--- src/rtl/id_ex_control.sv ---
// Decodes the ID-stage opcode into the main control bundle and registers it as ID/EX.
// Latency: one cycle, ID inputs at edge T appear on ex_* after edge T+1. hazard_stall is combinational.
// Backpressure: stall_ext holds ID/EX; load-use hazards freeze PC/IF-ID and insert bubbles; flush wins.
//
// Ports:
//   clk, reset                     rising-edge clock, synchronous active-high reset
//   id_valid, id_opcode            ID instruction and its opcode instr[6:0]
//   id_rs1, id_rs2, id_rd          ID register fields
//   flush, stall_ext               kill the ID instruction / freeze ID/EX
//   ex_valid, ex_* controls        registered ID/EX control bundle
//   ex_alu_op, ex_rd, ex_illegal   registered ALUOp, destination, undecoded-opcode flag
//   hazard_stall                   freeze PC and IF/ID (combinational)
module id_ex_control #(
  parameter int unsigned ALUOP_W         = 2,
  parameter int unsigned ENABLE_JUMP     = 1,
  parameter int unsigned LOAD_USE_STALLS = 1
) (
  input  logic               clk,
  input  logic               reset,
  input  logic               id_valid,
  input  logic [6:0]         id_opcode,
  input  logic [4:0]         id_rs1,
  input  logic [4:0]         id_rs2,
  input  logic [4:0]         id_rd,
  input  logic               flush,
  input  logic               stall_ext,
  output logic               ex_valid,
  output logic               ex_branch,
  output logic               ex_jump,
  output logic               ex_mem_read,
  output logic               ex_mem_write,
  output logic               ex_mem_to_reg,
  output logic               ex_reg_write,
  output logic               ex_alu_src,
  output logic [ALUOP_W-1:0] ex_alu_op,
  output logic [4:0]         ex_rd,
  output logic               ex_illegal,
  output logic               hazard_stall
);

  localparam logic [6:0] OP_R      = 7'b0110011;
  localparam logic [6:0] OP_I      = 7'b0010011;
  localparam logic [6:0] OP_LOAD   = 7'b0000011;
  localparam logic [6:0] OP_STORE  = 7'b0100011;
  localparam logic [6:0] OP_BRANCH = 7'b1100011;
  localparam logic [6:0] OP_JAL    = 7'b1101111;
  localparam logic [6:0] OP_JALR   = 7'b1100111;
  localparam logic [6:0] OP_LUI    = 7'b0110111;

  localparam logic [ALUOP_W-1:0] ALU_ADD = '0;
  localparam logic [ALUOP_W-1:0] ALU_SUB = ALUOP_W'(1);
  localparam logic [ALUOP_W-1:0] ALU_FUN = ALUOP_W'(2);
  localparam logic [ALUOP_W-1:0] ALU_ILL = {ALUOP_W{1'b1}};

  // The counter holds the stall cycles still owed after the detect cycle.
  localparam logic [1:0] STALL_INIT = 2'(LOAD_USE_STALLS - 1);

  typedef struct packed {
    logic               branch;
    logic               jump;
    logic               mem_read;
    logic               mem_write;
    logic               mem_to_reg;
    logic               reg_write;
    logic               alu_src;
    logic [ALUOP_W-1:0] alu_op;
    logic               illegal;
  } ctl_t;

  ctl_t       dec;
  logic       uses_rs1;
  logic       uses_rs2;
  logic       is_ill;
  logic       jump_ok;
  logic       detect;

  ctl_t       ctl_q, ctl_d;
  logic       valid_q, valid_d;
  logic [4:0] rd_q, rd_d;
  logic [1:0] cnt_q, cnt_d;

  assign jump_ok = (ENABLE_JUMP != 0);

  // Opcode decode
  always_comb begin
    dec      = '0;
    uses_rs1 = 1'b0;
    uses_rs2 = 1'b0;
    is_ill   = 1'b0;
    case (id_opcode)
      OP_R: begin
        dec.reg_write = 1'b1; dec.alu_op = ALU_FUN;
        uses_rs1 = 1'b1; uses_rs2 = 1'b1;
      end
      OP_I: begin
        dec.alu_src = 1'b1; dec.reg_write = 1'b1; dec.alu_op = ALU_FUN;
        uses_rs1 = 1'b1;
      end
      OP_LOAD: begin
        dec.mem_read = 1'b1; dec.mem_to_reg = 1'b1; dec.reg_write = 1'b1;
        dec.alu_src = 1'b1; dec.alu_op = ALU_ADD;
        uses_rs1 = 1'b1;
      end
      OP_STORE: begin
        dec.alu_src = 1'b1; dec.mem_write = 1'b1; dec.alu_op = ALU_ADD;
        uses_rs1 = 1'b1; uses_rs2 = 1'b1;
      end
      OP_BRANCH: begin
        dec.branch = 1'b1; dec.alu_op = ALU_SUB;
        uses_rs1 = 1'b1; uses_rs2 = 1'b1;
      end
      OP_JAL: begin
        dec.jump = 1'b1; dec.reg_write = 1'b1; dec.alu_op = ALU_ADD;
        is_ill = ~jump_ok;
      end
      OP_JALR: begin
        dec.jump = 1'b1; dec.reg_write = 1'b1; dec.alu_src = 1'b1; dec.alu_op = ALU_ADD;
        uses_rs1 = 1'b1;
        is_ill = ~jump_ok;
      end
      OP_LUI: begin
        dec.reg_write = 1'b1; dec.alu_src = 1'b1; dec.alu_op = ALU_ADD;
        is_ill = ~jump_ok;
      end
      default: is_ill = 1'b1;
    endcase
    // An undecoded opcode reads no registers, so it can never trigger a hazard.
    if (is_ill) begin
      dec         = '0;
      dec.alu_op  = ALU_ILL;
      dec.illegal = 1'b1;
      uses_rs1    = 1'b0;
      uses_rs2    = 1'b0;
    end
  end

  assign detect = id_valid & valid_q & ctl_q.mem_read & (rd_q != 5'd0) &
                  (((rd_q == id_rs1) & uses_rs1) | ((rd_q == id_rs2) & uses_rs2));

  assign hazard_stall = ~flush & (detect | (cnt_q != 2'd0));

  // ID/EX next state: flush > stall_ext (hold) > hazard bubble > load
  always_comb begin
    ctl_d   = ctl_q;
    valid_d = valid_q;
    rd_d    = rd_q;
    cnt_d   = cnt_q;
    if (flush) begin
      ctl_d = '0; valid_d = 1'b0; rd_d = 5'd0; cnt_d = 2'd0;
    end else if (!stall_ext) begin
      if (hazard_stall) begin
        ctl_d = '0; valid_d = 1'b0; rd_d = 5'd0;
        cnt_d = (cnt_q == 2'd0) ? STALL_INIT : cnt_q - 2'd1;
      end else if (id_valid) begin
        ctl_d = dec; valid_d = 1'b1; rd_d = id_rd;
      end else begin
        ctl_d = '0; valid_d = 1'b0; rd_d = 5'd0;
      end
    end
  end

  always_ff @(posedge clk) begin
    if (reset) begin
      ctl_q   <= '0;
      valid_q <= 1'b0;
      rd_q    <= 5'd0;
      cnt_q   <= 2'd0;
    end else begin
      ctl_q   <= ctl_d;
      valid_q <= valid_d;
      rd_q    <= rd_d;
      cnt_q   <= cnt_d;
    end
  end

  assign ex_valid      = valid_q;
  assign ex_branch     = ctl_q.branch;
  assign ex_jump       = ctl_q.jump;
  assign ex_mem_read   = ctl_q.mem_read;
  assign ex_mem_write  = ctl_q.mem_write;
  assign ex_mem_to_reg = ctl_q.mem_to_reg;
  assign ex_reg_write  = ctl_q.reg_write;
  assign ex_alu_src    = ctl_q.alu_src;
  assign ex_alu_op     = ctl_q.alu_op;
  assign ex_rd         = rd_q;
  assign ex_illegal    = ctl_q.illegal;

endmodule

--- config.mk ---
export PLATFORM = sky130hd
export DESIGN_NAME = id_ex_control
export DESIGN_NICKNAME = d
export VERILOG_FILES = /design/src/rtl/id_ex_control.sv
export SDC_FILE = /design/constraint.sdc
export NUM_CORES = 1
export LEC_CHECK = 0
export ABC_CLOCK_PERIOD_IN_PS = 1700
export CORE_MARGIN = 2
export CORE_UTILIZATION = 32
export DETAILED_ROUTE_END_ITERATION = 8
export PLACE_DENSITY = 0.71
export SYNTH_ARGS = -nofsm -noshare
export SYNTH_HDL_FRONTEND = slang
export SYNTH_SLANG_ARGS = --single-unit
export TNS_END_PERCENT = 50
--- constraint.sdc ---
create_clock -name clk -period 1.7 [get_ports clk]
set_input_delay 0.17 -clock clk [delete_from_list [all_inputs] [get_ports clk]]
set_output_delay 0.17 -clock clk [all_outputs]
set_load 0.1 [all_outputs]
==> results.sh, run 1 <==
export IMPL_status="finished, violations left"
export IMPL_violations="negative setup slack"
export IMPL_layout_min_cycle_time_ns=1.900
export IMPL_whs_ns=0.4759
export IMPL_finalCritPeriodShare=1.117
export IMPL_netlist_area_leader_share=0.3510
export IMPL_ys_top_cells_by_area="dfxtp_1 35%, a22o_1 7.2%, xnor2_1 7.2%"
export IMPL_grt_ovfl_total=0
export IMPL_placed_cell_area_sq_um=1523
export IMPL_numCtsBuffers=3
export IMPL_grt_use_total=0.1804
export IMPL_drc=0
export IMPL_synthesis_nets=138
export IMPL_dp_slack_ns=-0.3601
export IMPL_clockRootBuffer="clkbuf_4"
export IMPL_ant_nets=0
export IMPL_slew_headroom=0.6648
export IMPL_required_ns=1.53
export IMPL_synth_seq_area_share=0.3510
export IMPL_final_instance_count_excl_fill=209
export IMPL_design_core_area_sq_um=2829
export IMPL_cp_slowest_stage_delay_ns=0.47
export IMPL_worst_setup_path_type="in2out"
export IMPL_boundaryPins=44
export IMPL_drive_above_1_share=0.4101
export IMPL_place_congestion=0.8681
export IMPL_cts_tree="built"
export IMPL_die_w_um=59.05
export IMPL_synthFlopType="dfxtp_1"
export IMPL_peakVddDrop_mv=0.4614
export IMPL_cpLargestDelayFamily="buffers and inverters"
export IMPL_finalNetCount=206
export IMPL_avgSynthCellArea_sq_um=8.736
export IMPL_clk_pin_slew_worst_paths_ns=0.09
export IMPL_post_drt_wl_per_cell_um=15.10
export IMPL_portBuffers=43
export IMPL_yosysTopAreaCell="dfxtp_1"
export IMPL_ys_warn_count=0
export IMPL_start_kind="input port"
export IMPL_rows=19
export IMPL_antenna_found_initial=0
export IMPL_fin_skew_ns=0.004258
export IMPL_grt_first_pass_wirelength_mm=4.802
export IMPL_cp_cell_sequence="clkdlybuf4s50_1, or3_4, nor3_4, o21ai_2, a21oi_4, buf_12"
export IMPL_setup_ws_ns=-0.1996
export IMPL_power_density_nw_per_um2=509.0
export IMPL_setup_viol=14
export IMPL_via_per_inst=5.522
export IMPL_crit_path_end_kind="output pin"
export IMPL_synth_edf_count=0
export IMPL_hold_class="in2reg"
export IMPL_grt_pass1_vias=1091
export IMPL_cts_hold_buffers=0
export IMPL_area_delta_synth_final_pct=76.77
export IMPL_hold_viol_final=0
export IMPL_first_pass_iters=4
export IMPL_crit_buf_inv=2
export IMPL_post_route_util=0.6059
export IMPL_drt_iter0_markers=33
export IMPL_cts_sinks=17
export IMPL_vias=1154
export IMPL_clkLatencyLatePin_ns=0.30
export IMPL_crit_slowest_cell="clkdlybuf4s50_1"
export IMPL_rsz0062_at_grt="true"
export IMPL_synth_seq_cells=17
export IMPL_cp_arrival_ns=1.73
export IMPL_dp_cells=195
export IMPL_die_h_um=59.05
export IMPL_fillCellCount=242
export IMPL_diodes=0
export IMPL_max_cap_violations=0
export IMPL_dp_hpwl_mm=2.263
export IMPL_report_final_slew_viol_count=0
export IMPL_netlist_area_sq_um=969.7
export IMPL_ctsLongestPathBuffers=2
export IMPL_drt_total_wl_mm=3.155
export IMPL_grt_max_degree=15
export IMPL_synth_cells=111
export IMPL_crit_fanout=3
export IMPL_start_util=0.3428
export IMPL_async_reset_ff_frac=0
export IMPL_h_tree_depth=1
export IMPL_fmax_mhz=526.4
export IMPL_die_area_sq_um=3486
export IMPL_synthDistinctLibCells=34
export IMPL_leakagePower_nw=0.7178
export IMPL_fin_area_sq_um=1714
export IMPL_tightest_slew_ns=0.5029
==> cell usage in the layout, fill, tap and decap left out, drive strengths merged <==
cell type	count
a311oi	1
nor2	10
a32o	6
nand2	8
a21oi	3
and2	3
dlygate4sd2	2
o21ai	7
or3	1
a211oi	1
nand4	2
xnor2	8
xor2	3
nor3	6
dlymetal6s2s	2
nor3b	1
nand3	6
clkdlybuf4s50	22
a22o	8
nor4b	1
nor4	4
a32oi	1
a21boi	1
o311a	1
nor2b	2
nand4b	1
clkbuf	3
clkinv	1
inv	1
buf	45
dfxtp	17
==> repair_timing <==
item,CTS,global route
pin swaps,10,21
resized for setup,6,15
buffers inserted,4,5
cloned,0,1
setup endpoints to repair,4,14
==> layout make-up <==
type                            count  area (sq um)  area share
Inverter                            1         3.754    0.002190
Clock inverter                      1         5.005    0.002920
Sequential cell                    17         361.6      0.2109
Timing Repair Buffer               71         628.1      0.3664
Tap cell                           31         38.79     0.02263
Multi-Input combinational cell     85         654.4      0.3818
Clock buffer                        3         22.52     0.01314
==> metrics by stage <==
step / total power, mW / TNS [ns]
after floorplan: 0.5240 / -0.2791
after global placement: 0.6352 / -3.875
after detailed placement: 0.6383 / -4.681
after CTS: 0.8664 / -0.1935
after global routing: 0.9139 / -1.591
final: 0.8724 / -0.8542
==> power by group <==
group	internal, mW	total [mW]	switching [mW]
clock network	0.0878	0.219	0.131
logic	0.126	0.249	0.123
registers	0.398	0.405	0.00682
total	0.611	0.872	0.261
==> synthesized netlist by cell type, types with 2 or more instances <==
cell type   n
xor2_1      3
o21ai_0     6
buf_6       2
nor4_1      4
clkbuf_1    2
nand3_1     6
and2_1      3
nor3_1      5
a21oi_1     3
xnor2_1     8
a32o_1      6
nand2_1     8
a22o_1      8
nor2_1     10
dfxtp_1    17
nand4_1     2
==> cells by family (layout without fill, tap and decap cells) <==
family	count (synthesis)	in the layout	share of synthesized area
AO/OA/AOI/OAI	29	29	0.2336
XOR/XNOR	11	11	0.09936
buffers and inverters	9	76	0.06579
flip-flops	17	17	0.3510
AND/OR/NAND/NOR	45	45	0.2503
==> worst reg2reg max path, cell delays in order (launching register included) <==
cell     delay [ns]
dfxtp_4        0.38
xor2_1         0.17
nor4_2         0.33
o21ai_2        0.12
buf_4          0.15
buf_6          0.12
buf_6          0.12
a32o_1         0.21
==> flip-flops by register name, indices dropped and copies added, names as in the netlist <==
signal and flops:
ex_rd 5, cnt_q 2, ex_alu_op 2, ex_alu_src 1, ex_branch 1, ex_illegal 1
ex_jump 1, ex_mem_read 1, ex_mem_write 1, ex_reg_write 1, ex_valid 1
==> routing by layer <==
layer / share of wire / track usage / up-vias
met3: 0.086 / 0.05895 / 8
met2: 0.46 / 0.3048 / 54
met5: 0 / 0 / -
met1: 0.44 / 0.2201 / 538
met4: 0.020 / 0.04870 / 0
li1: - / - / 554
==> path summary, 6_finish.rpt <==
path,slack [ns],cells after the start,startpoint,end
worst max-delay path,-0.20,6,id_opcode[3],hazard_stall
worst min-delay path,0.48,2,reset,cnt_q[0]
worst max register to register,0,7,ex_rd[2],ex_alu_op[1]
worst min register to register,0.49,2,ex_illegal,ex_illegal
(Power assumes the default switching activity.)
==> inputs of run 2 (changes only) <==
--- a/config.mk
+++ b/config.mk
@@ -8,6 +8,7 @@
 export ABC_CLOCK_PERIOD_IN_PS = 1700
 export CORE_MARGIN = 2
 export CORE_UTILIZATION = 32
+export CTS_CLUSTER_DIAMETER = 40
 export DETAILED_ROUTE_END_ITERATION = 8
 export PLACE_DENSITY = 0.71
 export SYNTH_ARGS = -nofsm -noshare
==> results of run 2 <==
No change in the layout: final DEF, timing and power equal those of run 1.
==> inputs of run 3 (changes only) <==
--- a/config.mk
+++ b/config.mk
@@ -5,12 +5,12 @@
 export SDC_FILE = /design/constraint.sdc
 export NUM_CORES = 1
 export LEC_CHECK = 0
-export ABC_CLOCK_PERIOD_IN_PS = 1700
 export CORE_MARGIN = 2
 export CORE_UTILIZATION = 32
 export CTS_CLUSTER_DIAMETER = 40
 export DETAILED_ROUTE_END_ITERATION = 8
 export PLACE_DENSITY = 0.71
+export SLEW_MARGIN = 20
 export SYNTH_ARGS = -nofsm -noshare
 export SYNTH_HDL_FRONTEND = slang
 export SYNTH_SLANG_ARGS = --single-unit
==> constraint.sdc (replaced) <==
create_clock -name clk -period 2.02 [get_ports clk]
set_input_delay 0.202 -clock clk [delete_from_list [all_inputs] [get_ports clk]]
set_output_delay 0.202 -clock clk [all_outputs]
set_load 0.1 [all_outputs]
==> results.sh, run 3 (same netlist as run 1, synthesis figures left out) <==
export IMPL_grt_pass1_vias=1056
export IMPL_peakVddDrop_mv=0.4785
export IMPL_vias=1044
export IMPL_cts_sinks=17
export IMPL_numCtsBuffers=3
export IMPL_cp_arrival_ns=1.76
export IMPL_crit_path_end_kind="output pin"
export IMPL_antenna_found_initial=0
export IMPL_drt_iter0_markers=39
export IMPL_finalCritPeriodShare=0.9725
export IMPL_grt_use_total=0.1672
export IMPL_grt_first_pass_wirelength_mm=4.526
export IMPL_clkLatencyLatePin_ns=0.29
export IMPL_power_uw=709.1
export IMPL_leakagePower_nw=0.6079
export IMPL_clk_pin_slew_worst_paths_ns=0.10
export IMPL_place_congestion=0.8175
export IMPL_ant_nets=0
export IMPL_p_sw_frac=0.2944
export IMPL_design_core_area_sq_um=2829
export IMPL_required_ns=1.82
export IMPL_pwr_share_comb=0.265
export IMPL_start_kind="input port"
export IMPL_die_w_um=59.05
export IMPL_fmax_mhz=509.1
export IMPL_finalNetCount=190
export IMPL_dp_hpwl_mm=2.230
export IMPL_largest_reg_flops=5
export IMPL_dp_cells=189
export IMPL_area_delta_synth_final_pct=58.58
export IMPL_start_util=0.3428
export IMPL_max_cap_violations=0
export IMPL_portBuffers=43
export IMPL_p_int_uw=500.4
export IMPL_clockRootBuffer="clkbuf_4"
export IMPL_power_density_nw_per_um2=461.1
export IMPL_grt_ovfl_total=0
export IMPL_via_per_inst=5.409
export IMPL_boundaryPins=44
export IMPL_hold_viol_final=0
export IMPL_diodes=0
export IMPL_crit_fanout=2
export IMPL_mostFrequentLayoutCell="buf_4"
export IMPL_die_area_sq_um=3486
export IMPL_post_drt_wl_per_cell_um=15.08
export IMPL_most_common_layout_cells="28 x buf_4, 23 x clkdlybuf4s50_1, 10 x dfxtp_1, 9 x nor2_1"
export IMPL_status="finished, final reports clean"
export IMPL_layout_min_cycle_time_ns=1.964
export IMPL_worst_setup_path_type="in2out"
export IMPL_slew_headroom=0.6878
export IMPL_drc=0
export IMPL_rows=19
export IMPL_h_tree_depth=1
export IMPL_drt_total_wl_mm=2.910
export IMPL_setup_viol=0
export IMPL_die_h_um=59.05
export IMPL_whs_ns=0.4663
export IMPL_hold_class="in2reg"
export IMPL_p_seq_frac=0.480
export IMPL_first_pass_iters=5
export IMPL_netSwitchingPower_uw=208.7
export IMPL_report_final_slew_viol_count=0
export IMPL_drive_above_1_share=0.3086
export IMPL_post_cts_buffers=0
export IMPL_worstRegToRegCells=6
export IMPL_p_clk_frac=0.255
export IMPL_tightest_slew_ns=0.4682
export IMPL_fin_skew_ns=0.004349
export IMPL_hold_depth=4
export IMPL_rsz0062_at_grt="true"
export IMPL_cts_tree="built"
export IMPL_ctsLongestPathBuffers=2
export IMPL_final_instance_count_excl_fill=193
export IMPL_grt_max_degree=15
## run 3: cell count changes in the layout (fill, tap and decap cells not counted), moves of 2 or more
cell	delta
xnor2_2	-4
buf_4	-12
dlygate4sd2_1	-2
xnor2_1	+4
buf_6	-4
## run 3: area by class of cell
cell class / count / area (sq um)
Inverter: 1 / 3.754
Fill cell: 270 / 1291
Clock buffer: 3 / 22.52
Multi-Input combinational cell: 85 / 608.1
Timing Repair Buffer: 55 / 498.0
Clock inverter: 1 / 5.005
Sequential cell: 17 / 361.6
Tap cell: 31 / 38.79
## run 3: path summary, 6_finish.rpt
| check | from | endpoint | slack, ns |
|---|---|---|---|
| worst max-delay path | id_opcode[1] | hazard_stall | 0.06 |
| worst min-delay path | id_opcode[6] | ex_branch | 0.47 |
| worst max register to register | ex_rd[3] | ex_rd[1] | 0.45 |
| worst min register to register | ex_illegal | ex_illegal | 0.49 |
## run 3: what timing repair did
item,in CTS,in global routing
endpoints found under the setup margin,0,1
resized for setup,0,7
hold buffers,0,0
## run 3: stage by stage
step	TNS [ns]	setup slack [ns]	util	instance area, sq um
global placement	0	0.05745	0.5223	1478
floorplan	0	0.008137	-	1008
global route	-0.006731	-0.006731	0.5436	1538
detailed placement	0	0.01067	0.5223	1478
CTS	0	0.02640	0.5321	1505
finish	0	0.05557	0.5436	1538
## run 3: power by group through the flow
stage                     clock, mW  combinational (mW)  sequential [mW]
after floorplan                   0              0.0592            0.382
after global placement            0               0.180            0.348
after detailed placement          0               0.182            0.348
after CTS                     0.188               0.183            0.340
after global routing          0.206               0.200            0.341
final                         0.181               0.188            0.341
## run 3: layer usage
| layer | GRT usage | wire (um) | vias to the layer above |
|---|---|---|---|
| li1 | - | - | 517 |
| met3 | 0.06769 | 272 | 3 |
| met5 | 0 | 0 | - |
| met1 | 0.2160 | 1274 | 468 |
| met2 | 0.2651 | 1355 | 56 |
| met4 | 0.03247 | 8 | 0 |
## run 3: critical path, stage by stage
cell	delay, ns
clkdlybuf4s50_1	0.49
nand2_1	0.09
or3_1	0.37
nor3_2	0.13
o21ai_2	0.11
a21oi_4	0.18
buf_12	0.19
